===== config.mk =====
export PLATFORM = sky130hd
export DESIGN_NAME = ddfs_sweep_controller
export DESIGN_NICKNAME = d
export VERILOG_FILES = /design/src/rtl/ddfs_sweep_controller.sv
export SDC_FILE = /design/constraint.sdc
export NUM_CORES = 1
export LEC_CHECK = 0
export BUFFER_PORTS_ARGS = -buffer_cell sky130_fd_sc_hd__buf_4
export CAP_MARGIN = 0
export CORE_MARGIN = 2
export CORE_UTILIZATION = 55
export CTS_CLUSTER_SIZE = 12
export DETAILED_ROUTE_END_ITERATION = 12
export HOLD_SLACK_MARGIN = 0.1
export PLACE_DENSITY = 0.83
export REMOVE_ABC_BUFFERS = 1
export SKIP_LAST_GASP = 1
export SLEW_MARGIN = 0
export SYNTH_ARGS = -nofsm -noshare
export SYNTH_HDL_FRONTEND = slang
export SYNTH_SLANG_ARGS = --single-unit

===== constraint.sdc =====
create_clock -name i_clk -period 7 [get_ports i_clk]
set_input_delay 0 -clock i_clk [delete_from_list [all_inputs] [get_ports i_clk]]
set_output_delay 0 -clock i_clk [all_outputs]
set_load 0.01 [all_outputs]

===== src/rtl/ddfs_sweep_controller.sv =====
// Frequency-sweep sequencer for the complex sinusoid DDFS control word.
// Steps start->stop with programmable step and dwell; single, sawtooth and triangle modes.
module ddfs_sweep_controller #(
  parameter int FREQ_WIDTH  = 32,
  parameter int DWELL_WIDTH = 16
) (
  input  logic                   i_clk,
  input  logic                   i_rst,
  input  logic                   i_start,
  input  logic                   i_abort,
  input  logic [1:0]             i_mode,
  input  logic [FREQ_WIDTH-1:0]  i_start_freq,
  input  logic [FREQ_WIDTH-1:0]  i_stop_freq,
  input  logic [FREQ_WIDTH-1:0]  i_step,
  input  logic [DWELL_WIDTH-1:0] i_dwell,
  output logic [FREQ_WIDTH-1:0]  o_freq_control,
  output logic                   o_step_strobe,
  output logic                   o_direction,
  output logic                   o_busy,
  output logic                   o_done,
  output logic [15:0]            o_pass_count
);

  typedef enum logic [1:0] {
    ST_IDLE = 2'd0,
    ST_UP   = 2'd1,
    ST_DOWN = 2'd2
  } state_e;

  localparam logic [DWELL_WIDTH-1:0] DWELL_ONE = DWELL_WIDTH'(1);
  localparam logic [FREQ_WIDTH-1:0]  FREQ_ONE  = FREQ_WIDTH'(1);
  localparam logic [1:0]             MODE_SAW  = 2'd1;
  localparam logic [1:0]             MODE_TRI  = 2'd2;

  state_e                 state_q, state_d;
  logic [1:0]             mode_q, mode_d;
  logic [FREQ_WIDTH-1:0]  start_q, start_d;
  logic [FREQ_WIDTH-1:0]  stop_q, stop_d;
  logic [FREQ_WIDTH-1:0]  step_q, step_d;
  logic [DWELL_WIDTH-1:0] dwell_q, dwell_d;
  logic [DWELL_WIDTH-1:0] cnt_q, cnt_d;
  logic [FREQ_WIDTH-1:0]  freq_q, freq_d;
  logic                   strobe_q, strobe_d;
  logic                   dir_q, dir_d;
  logic                   busy_q, busy_d;
  logic                   done_q, done_d;
  logic [15:0]            pass_q, pass_d;

  logic [FREQ_WIDTH:0]    up_sum;
  logic [FREQ_WIDTH:0]    dn_diff;
  logic [FREQ_WIDTH-1:0]  up_next;
  logic [FREQ_WIDTH-1:0]  dn_next;
  logic [15:0]            pass_inc;

  // Both neighbours are computed from the current word; the extra bit catches carry/borrow.
  assign up_sum   = {1'b0, freq_q} + {1'b0, step_q};
  assign dn_diff  = {1'b0, freq_q} - {1'b0, step_q};
  assign up_next  = (up_sum[FREQ_WIDTH] || (up_sum[FREQ_WIDTH-1:0] >= stop_q)) ? stop_q : up_sum[FREQ_WIDTH-1:0];
  assign dn_next  = (dn_diff[FREQ_WIDTH] || (dn_diff[FREQ_WIDTH-1:0] <= start_q)) ? start_q : dn_diff[FREQ_WIDTH-1:0];
  assign pass_inc = (pass_q == 16'hFFFF) ? pass_q : pass_q + 16'd1;

  always_comb begin
    state_d  = state_q;
    mode_d   = mode_q;
    start_d  = start_q;
    stop_d   = stop_q;
    step_d   = step_q;
    dwell_d  = dwell_q;
    cnt_d    = cnt_q;
    freq_d   = freq_q;
    strobe_d = 1'b0;
    dir_d    = dir_q;
    busy_d   = busy_q;
    done_d   = 1'b0;
    pass_d   = pass_q;
    case (state_q)
      ST_IDLE: begin
        if (i_abort) begin
          busy_d = 1'b0;
        end else if (i_start) begin
          // A reversed range collapses to a single point; a zero step would never progress.
          mode_d   = i_mode;
          start_d  = i_start_freq;
          stop_d   = (i_stop_freq <= i_start_freq) ? i_start_freq : i_stop_freq;
          step_d   = (i_step == {FREQ_WIDTH{1'b0}}) ? FREQ_ONE : i_step;
          dwell_d  = (i_dwell == {DWELL_WIDTH{1'b0}}) ? DWELL_ONE : i_dwell;
          cnt_d    = (i_dwell == {DWELL_WIDTH{1'b0}}) ? DWELL_ONE : i_dwell;
          freq_d   = i_start_freq;
          strobe_d = 1'b1;
          busy_d   = 1'b1;
          dir_d    = 1'b0;
          pass_d   = 16'd0;
          state_d  = ST_UP;
        end else begin
          busy_d = 1'b0;
        end
      end
      ST_UP: begin
        if (i_abort) begin
          state_d = ST_IDLE;
          busy_d  = 1'b0;
        end else if (cnt_q != DWELL_ONE) begin
          cnt_d = cnt_q - DWELL_ONE;
        end else begin
          cnt_d = dwell_q;
          if (freq_q != stop_q) begin
            freq_d   = up_next;
            strobe_d = 1'b1;
          end else begin
            pass_d = pass_inc;
            case (mode_q)
              MODE_SAW: begin
                freq_d   = start_q;
                strobe_d = 1'b1;
              end
              MODE_TRI: begin
                state_d  = ST_DOWN;
                dir_d    = 1'b1;
                freq_d   = dn_next;
                strobe_d = 1'b1;
              end
              default: begin
                state_d = ST_IDLE;
                busy_d  = 1'b0;
                done_d  = 1'b1;
              end
            endcase
          end
        end
      end
      ST_DOWN: begin
        if (i_abort) begin
          state_d = ST_IDLE;
          busy_d  = 1'b0;
        end else if (cnt_q != DWELL_ONE) begin
          cnt_d = cnt_q - DWELL_ONE;
        end else begin
          cnt_d    = dwell_q;
          strobe_d = 1'b1;
          if (freq_q != start_q) begin
            freq_d = dn_next;
          end else begin
            pass_d  = pass_inc;
            state_d = ST_UP;
            dir_d   = 1'b0;
            freq_d  = up_next;
          end
        end
      end
      default: begin
        state_d = ST_IDLE;
        busy_d  = 1'b0;
      end
    endcase
  end

  // State, configuration and registered outputs.
  always_ff @(posedge i_clk or posedge i_rst) begin
    if (i_rst) begin
      state_q  <= ST_IDLE;
      mode_q   <= 2'd0;
      start_q  <= {FREQ_WIDTH{1'b0}};
      stop_q   <= {FREQ_WIDTH{1'b0}};
      step_q   <= {FREQ_WIDTH{1'b0}};
      dwell_q  <= {DWELL_WIDTH{1'b0}};
      cnt_q    <= {DWELL_WIDTH{1'b0}};
      freq_q   <= {FREQ_WIDTH{1'b0}};
      strobe_q <= 1'b0;
      dir_q    <= 1'b0;
      busy_q   <= 1'b0;
      done_q   <= 1'b0;
      pass_q   <= 16'd0;
    end else begin
      state_q  <= state_d;
      mode_q   <= mode_d;
      start_q  <= start_d;
      stop_q   <= stop_d;
      step_q   <= step_d;
      dwell_q  <= dwell_d;
      cnt_q    <= cnt_d;
      freq_q   <= freq_d;
      strobe_q <= strobe_d;
      dir_q    <= dir_d;
      busy_q   <= busy_d;
      done_q   <= done_d;
      pass_q   <= pass_d;
    end
  end

  assign o_freq_control = freq_q;
  assign o_step_strobe  = strobe_q;
  assign o_direction    = dir_q;
  assign o_busy         = busy_q;
  assign o_done         = done_q;
  assign o_pass_count   = pass_q;

endmodule


==> flow_summary.toml, run 1 <==
[cells_and_area]
area_growth_syn_to_layout_pct = 19.7
utilization = 0.668
multiInputGateArea_sq_um = 11400
stdcell_area_sq_um = 20400
drive_gt1_frac = 0.122
n_fill_cell = 2443
final_nets = 2653
regArea_sq_um = 4600

[die]
die_x_um = 180
die_y_um = 180
dieArea_sq_um = 32400
fp.coreArea_sq_um = 30500
row_count = 64
initial_utilization = 0.558
io_pins = 170

[sta]
slew_headroom = 0.204
slew_viol_final = 0
period_minus_slack_ns = 6.53
final.period_utilization = 0.933
hold_viol = 0
finClkSkew_ns = 0.0170
rsz0062_at_grt = "false"
setup_tns_ns = 0
worst_slew_pin_slew_ns = 1.19
timing.fmax_ghz = 0.153
finalSetupViolCount = 0

[logic_synthesis]
synth_seq_cells = 184
synthCells = 2137
syn_avg_cell_area_sq_um = 7.97
syn-cell-area_sq_um = 17000
yosysWarnings = 0
synth_flop_cell = "dfrtp_1"
synth_cell_types = 84
async_flop_share = 1.00
synth-edff-count = 0
seq_area_frac_synth = 0.270

[placement]
dp_hpwl_mm = 47.0
io_buffers = 169
place_area_sq_um = 18600
gp_congestion = 1.01

[clocking]
cts_tree = "yes"
cts_setup_buffers = 0
clockRootBuffer = "clkbuf_16"
clk-insertion-delay-late_ns = 0.47
ctsLongestPathBuffers = 2
cts.clk_slew.worst_paths_ns = 0.08
cts-buffers-inserted = 17
ctsHtreeMaxLevel = 4
cts_sinks = 184

[global_routing]
grt_busiest_layer = "met2"
met1_usage = 0.527
grt_first_pass_wirelength_mm = 101
grt_util_met3 = 0.0883
antenna_found_initial = 1
gr-usage-all-layers = 0.395
grt_pass1_vias = 17700
gr-total-overflow = 0
grt_max_degree = 121
use_met2 = 0.618

[critical_path]
crit_path_start_kind = "flop"
reg2regPathDepth = 19
reg2reg_to = "o_freq_control[19]"
reg2reg_slack_ns = 0.47
rr_startpoint = "o_freq_control[6]"
worst_ep_required_time_ns = 7.34
worst_setup_path_end_kind = "flop"
criticalPathCategory = "reg -> reg"
critPathMaxFanout = 10
critPathArrivalTime_ns = 6.87

[drt]
ant_nets = 0
drtIter0Drc = 2410
dr_total_vias = 18300
routed_via_density = 6.59
routedWlPerCell_um = 23.5
drc = 0
wl_mm = 65.1
dr.pass1.iters = 6

[run_status]
status = "completed"

[job]
drv_cap = 0

[worst_hold_path]
hold_path_class = "in -> async"
-- state kept, by name (all words and copies together), names as in the netlist --
signal,cells
cnt_q,16
dwell_q,16
mode_q,2
o_busy,1
o_direction,1
o_done,1
o_freq_control,32
o_pass_count,16
o_step_strobe,1
start_q,32
state_q,2
step_q,32
stop_q,32
-- cells in the mapped netlist (all sizes together), types with 16 or more instances --
master | instances | share of area
a211oi | 25 | 0.012
a21o | 23 | 0.010
a21oi | 162 | 0.048
buf | 34 | 0.011
clkbuf | 75 | 0.017
dfrtp | 184 | 0.27
ha | 170 | 0.12
inv | 178 | 0.039
mux2i | 72 | 0.042
nand2 | 267 | 0.059
nand2b | 18 | 0.0066
nand3 | 45 | 0.013
nand4 | 56 | 0.021
nor2 | 142 | 0.032
nor3 | 33 | 0.010
nor4 | 29 | 0.011
o211ai | 56 | 0.025
o21ai | 143 | 0.042
o221ai | 16 | 0.0082
or3 | 43 | 0.016
xnor2 | 116 | 0.060
xor2 | 17 | 0.0087
-- through the flow --
stage | cells | setup slack (ns) | hold WS (ns)
after detailed placement | 2623 | 0.713 | 0.213
after global placement | 2623 | 0.901 | 0.212
final | 2773 | 0.470 | 0.268
after floorplan | 2028 | 1.19 | 0.105
after CTS | 2772 | 0.673 | 0.278
after global routing | 2773 | 0.0193 | 0.314
-- worst max-delay path: stages, from the launching register on --
cell       delay (ns)
dfrtp_1          0.48
ha_1             0.53
inv_1            0.14
a2111oi_2        0.38
a21boi_1         0.21
o32ai_2          0.62
o21ai_0          0.19
a221oi_1         0.51
xnor2_1          0.20
ha_1             0.27
nand4_1          0.17
nor3_1           0.10
a2111oi_0        0.37
nor4b_1          0.29
o21a_1           0.32
o31a_1           0.51
buf_4            0.35
mux2_2           0.36
a221oi_1         0.28
a21oi_1          0.12
-- what timing repair did --
item	in CTS	in global routing
gates resized for setup	0	0
setup endpoints to repair	0	0
hold buffers	117	0
endpoints found under the hold margin	286	0
-- cells by family (layout without fill, tap and decap cells) --
logic type,after synthesis,in the layout,synth area share
DFF,184,184,0.270
muxes,82,82,0.0489
adders and majority gates,172,172,0.127
and+or+nand+nor,694,694,0.194
AOI/OAI and AO/OA,582,582,0.224
other,0,1,0
buffers and inverters,290,529,0.0673
xor gates and xnor gates,133,133,0.0684
-- worst max path at each step --
| stage | slack [ns] | depth (start not counted) | from | to |
|---|---|---|---|---|
| 2_1_floorplan | 1.19 | 21 | o_freq_control[0] | o_freq_control[15] |
| 3_3_place_gp | 0.90 | 19 | o_freq_control[6] | o_freq_control[19] |
| 3_5_place_dp | 0.71 | 19 | o_freq_control[6] | o_freq_control[19] |
| 4_1_cts | 0.67 | 19 | o_freq_control[6] | o_freq_control[19] |
| 5_1_grt | 0.02 | 21 | o_freq_control[5] | o_freq_control[19] |
| 6_report | 0.47 | 19 | o_freq_control[6] | o_freq_control[19] |
-- cells in the final DEF, fill, tap and decap left out, drive strengths merged, types with 29 or more instances in the layout --
cell and n:
nor4 29, nor3 33, dfrtp 184, a21oi 162, ha 170, mux2i 72, nand2 267, dlygate4sd3 117
or3 43, o21ai 143, xnor2 116, nand3 45, buf 199, nand4 56, nor2 142, inv 185
o211ai 56
-- area by class of cell --
cell class | instances | share of cell area
well taps | 396 | 0.0243
multi-input cells | 1663 | 0.557
clock buffers | 18 | 0.0210
diodes | 1 | 0.000123
clock inverters | 14 | 0.00767
flip-flops and latches | 184 | 0.226
repair buffers | 316 | 0.131
inverters | 181 | 0.0337
-- metal layers --
metal | part of all wire | up-vias | wire [um]
met3 | 0.12 | 220 | 7540
met2 | 0.45 | 1252 | 29100
met5 | 0 | - | 0
li1 | - | 8107 | -
met4 | 0.047 | 0 | 3060
met1 | 0.39 | 8696 | 25500
Power of run 1 is not shown: default switching activity piles up to over one toggle a cycle in this logic, so the estimate is an artifact.
==> run 2, diff against run 1 <==
Settings changed: GPL_TIMING_DRIVEN from default to 0.
Clock period 7 ns to 7.6 ns, I/O delays scaled along.
==> run 2 against run 1 <==
Via count is 2.2% lower. Worst setup slack better by 0.18 ns. Register-to-register slack better by 0.18 ns. Utilization hardly changed. Critical path depth is 1 lower. Global-route usage is 1.6 points lower. Wire length is 4.3% lower.
==> flow_summary.toml, run 2 (same netlist as run 1, synthesis figures left out) <==
[worst_hold_path]
hold_path_class = "in -> async"

[placement]
post-place-ws_ns = 0.640
place_area_sq_um = 18700
dp_hpwl_mm = 45.1
io_buffers = 169
gp_congestion = 0.979

[cells_and_area]
mostFrequentLayoutCells = "nand2_1, dfrtp_1, inv_1"
final_common_cell = "nand2_1"
utilization = 0.669
multiInputGateArea_sq_um = 11400
area_growth_syn_to_layout_pct = 19.8
final_nets = 2638
diodes = 0
drive_gt1_frac = 0.115
stdcell_area_sq_um = 20400
n_fill_cell = 2471
regArea_sq_um = 4600

[clocking]
cts_sinks = 184
cts.clk_slew.worst_paths_ns = 0.07
clockRootBuffer = "clkbuf_16"
cts_tree = "yes"
ctsLongestPathBuffers = 2
clk-insertion-delay-late_ns = 0.47
cts-buffers-inserted = 17
ctsHtreeMaxLevel = 4

[global_routing]
antenna_found_initial = 0
grt_first_pass_wirelength_mm = 97.2
grt_pass1_vias = 17500
gr-total-overflow = 0
gr-usage-all-layers = 0.379
grt_max_degree = 95

[sta]
worst_slew_pin_slew_ns = 1.46
setup_slack_ns = 0.647
slew_viol_final = 0
slew_headroom = 0.0220
finalSetupViolCount = 0
finClkSkew_ns = 0.0203
rsz0062_at_grt = "false"
timing.fmax_ghz = 0.144
hold_viol = 0
period_minus_slack_ns = 6.95
final.period_utilization = 0.915

[critical_path]
criticalPathCategory = "reg -> reg"
critPathMaxFanout = 23
worst_setup_path_end_kind = "flop"
crit_path_start_kind = "flop"
worst_ep_required_time_ns = 7.93
critPathArrivalTime_ns = 7.28

[run_status]
status = "completed"

[drt]
routedWlPerCell_um = 22.6
ant_nets = 0
dr.pass1.iters = 6
routed_via_density = 6.49
wl_mm = 62.3
dr_total_vias = 17900
drc = 0
drtIter0Drc = 2479

[die]
fp.coreArea_sq_um = 30500
die_y_um = 180
row_count = 64
dieArea_sq_um = 32400
initial_utilization = 0.558
io_pins = 170
die_x_um = 180

[job]
drv_cap = 0
## run 2: cell count changes in the layout (fill, tap and decap cells not counted), moves of 3 or more
cell	delta
buf_4	-27
buf_16	+7
inv_8	-4
buf_8	+3
clkbuf_1	+3
## run 2: layout make-up
type | count | share of cell area
flip-flops and latches | 184 | 0.226
repair buffers | 301 | 0.134
well taps | 396 | 0.0243
inverters | 181 | 0.0337
clock inverters | 9 | 0.00343
clock buffers | 21 | 0.0216
multi-input cells | 1663 | 0.557
## run 2: metal layers
metal  GRT usage  part of all wire  wire [um]
met5           0                 0          0
met3      0.0719             0.099       6160
met4       0.170             0.047       2930
met1       0.506              0.40      25200
met2       0.598              0.45      28000
## run 2: timing repair
item                       in CTS  in global routing
setup endpoints to repair       0                  1
gates resized for setup         0                  1
setup buffers                   0                  0
hold endpoints to repair      260                  0
hold buffers                  117                  0
## run 2: through the flow
step / setup TNS [ns] / hold slack, ns / instances
floorplan: 0 / 0.105 / 2028
global placement: -19.20 / 0.209 / 2593
detailed placement: 0 / 0.153 / 2608
CTS: 0 / 0.225 / 2755
global route: 0 / 0.251 / 2755
finish: 0 / 0.181 / 2755
## run 2: final timing paths
check | end | slack, ns | depth (start not counted) | startpoint
setup / recovery | o_freq_control[30] | 0.65 | 18 | o_freq_control[1]
hold / removal | dwell_q[9] | 0.18 | 3 | i_rst
setup reg to reg | o_freq_control[30] | 0.65 | 18 | o_freq_control[1]
hold reg to reg | dwell_q[15] | 0.48 | 2 | dwell_q[15]
max in group asynchronous | step_q[25] | 6.48 | 4 | i_rst
min in group i_clk | dwell_q[4] | 0.30 | 4 | i_dwell[4]
## run 2: worst max-delay path, stage by stage, from the launching register on
cell,delay (ns)
dfrtp_1,0.54
ha_1,0.30
or2_2,0.31
o211ai_1,0.57
a21boi_1,0.29
o32ai_2,0.64
o21ai_0,0.25
a221oi_1,0.59
xnor2_1,0.20
ha_1,0.27
nand4_1,0.16
nor3_1,0.13
a2111oi_0,0.47
nor4b_1,0.30
o21a_1,0.35
o31a_4,0.54
o21ai_0,0.15
a2111oi_0,0.60
a21oi_1,0.15
Power of run 2 is left out for the same reason.
==> run 3, diff against run 2 <==
Settings changed: PLACE_DENSITY 0.83 to 0.86.
Clock period 7.6 ns to 6 ns, I/O delays scaled along.
==> run 3 against run 2 <==
Worst hold slack worse by 0.078 ns. Final area is 2.7% higher. Global-route usage is 0.90 points higher. Clock-buffer cell count is 4 lower. Largest cell class unchanged. First-iteration DRC count is 11% lower. Critical path depth is 1 higher. Utilization is 1.8 points higher. Critical path type unchanged. Critical endpoint is now o_freq_control[11]. Highest routed layer is now met5.
==> flow_summary.toml, run 3 (same netlist as run 1, synthesis figures left out) <==
[critical_path]
reg2reg_slack_ns = 0.03
criticalPathCategory = "reg -> reg"
rr_startpoint = "o_freq_control[18]"
critPathArrivalTime_ns = 6.33
reg2reg_to = "o_freq_control[11]"
reg2regPathDepth = 19
critPathMaxFanout = 10
worst_ep_required_time_ns = 6.36
worst_setup_path_end_kind = "flop"
crit_path_start_kind = "flop"

[clocking]
ctsLongestPathBuffers = 2
clockRootBuffer = "clkbuf_16"
cts_tree = "yes"
cts-buffers-inserted = 17
cts.clk_slew.worst_paths_ns = 0.08
clk-insertion-delay-late_ns = 0.47
ctsHtreeMaxLevel = 4
cts_sinks = 184

[drt]
dr.pass1.iters = 6
routed_via_density = 6.53
wl_mm = 64.6
drc = 0
dr_total_vias = 18100
ant_nets = 0
routedWlPerCell_um = 23.3
drtIter0Drc = 2204

[cells_and_area]
final_cells = 2775
area_growth_syn_to_layout_pct = 23.0
final_common_cell = "nand2_1"
drive_gt1_frac = 0.141
mostFrequentLayoutCells = "nand2_1, buf_4, dfrtp_1"
final_nets = 2656
stdcell_area_sq_um = 21000
diodes = 0

[sta]
hold_viol = 0
timing.fmax_ghz = 0.167
slew_viol_final = 0
worst_slew_pin_slew_ns = 1.33
setup_tns_ns = 0
finClkSkew_ns = 0.0196
final.period_utilization = 0.996
rsz0062_at_grt = "true"
slew_headroom = 0.108
hold_slack_ns = 0.103
period_minus_slack_ns = 5.97
finalSetupViolCount = 0

[die]
io_pins = 170
initial_utilization = 0.558
dieArea_sq_um = 32400
die_x_um = 180
die_y_um = 180
fp.coreArea_sq_um = 30500
row_count = 64

[placement]
place_inst = 2610
place_area_sq_um = 18700
io_buffers = 169
dp_hpwl_mm = 45.6
gp_congestion = 0.969

[global_routing]
gr-total-overflow = 0
grt_first_pass_wirelength_mm = 98.9
grt_max_degree = 128
antenna_found_initial = 0
gr-usage-all-layers = 0.388
grt_pass1_vias = 17900

[worst_hold_path]
hold_path_class = "in -> async"

[run_status]
status = "completed"

[job]
drv_cap = 0
[run 3: changes by cell type in the layout (fill, tap and decap cells not counted), moves of 4 or more]
cell / change
buf_4: +12
ha_1: -12
ha_2: +8
a2111oi_0: -4
clkbuf_1: -4
clkinv_8: +4
ha_4: +4
[run 3: worst max path at each step]
| stage | slack, ns | startpoint | cells after the start | to |
|---|---|---|---|---|
| final | 0.03 | o_freq_control[18] | 19 | o_freq_control[11] |
| after global routing | -0.07 | o_freq_control[5] | 21 | o_freq_control[28] |
| after CTS | 0.05 | o_freq_control[12] | 18 | o_freq_control[27] |
| after detailed placement | -0.87 | o_freq_control[0] | 22 | o_freq_control[27] |
| after global placement | -2.07 | i_start_freq[25] | 12 | stop_q[13] |
| after floorplan | 0.19 | o_freq_control[0] | 21 | o_freq_control[15] |
[run 3: layer usage]
layer / global-route usage / vias to the layer above / share of wire / wire length [um]
li1: - / 8099 / - / -
met1: 0.492 / 8596 / 0.38 / 24800
met2: 0.620 / 1166 / 0.45 / 29200
met3: 0.0914 / 261 / 0.11 / 6880
met4: 0.198 / 2 / 0.055 / 3560
met5: 0 / - / 0.0011 / 72
[run 3: critical path: stages, from the launching register on]
cell and delay (ns):
dfrtp_1 0.55, ha_4 0.43, inv_1 0.13, a21o_1 0.23
or3_1 0.35, o32ai_4 0.43, o21ai_0 0.23, a221oi_2 0.41
xnor2_1 0.18, ha_1 0.27, nand4_1 0.19, nor3_2 0.12
a2111oi_2 0.42, nor4b_1 0.35, o21a_2 0.26, o31a_4 0.26
clkbuf_4 0.26, mux2i_1 0.31, o221ai_1 0.17, o221a_2 0.30
[run 3: final cells by class]
class	count	area (sq um)
Sequential cell	184	4610
Multi-Input combinational cell	1664	11600
Clock inverter	15	185
Timing Repair Buffer	318	2900
Clock buffer	17	425
Inverter	181	688
Tap cell	396	495
Fill cell	2376	9550
[run 3: repair_timing]
item | CTS | global route
setup endpoints to repair | 32 | 32
cloned | 1 | 0
gates resized for setup | 19 | 40
endpoints found under the hold margin | 224 | 0
hold buffers | 117 | 0
setup buffers | 8 | 6
pin swaps | 4 | 3
[run 3: metrics by stage]
| step | utilization | worst slack, ns |
|---|---|---|
| after floorplan | - | 0.193 |
| after global placement | 0.601 | -2.07 |
| after detailed placement | 0.614 | -0.866 |
| after CTS | 0.678 | 0.0530 |
| after global routing | 0.687 | -0.0694 |
| final | 0.687 | 0.0266 |
Power of run 3 is left out for the same reason.
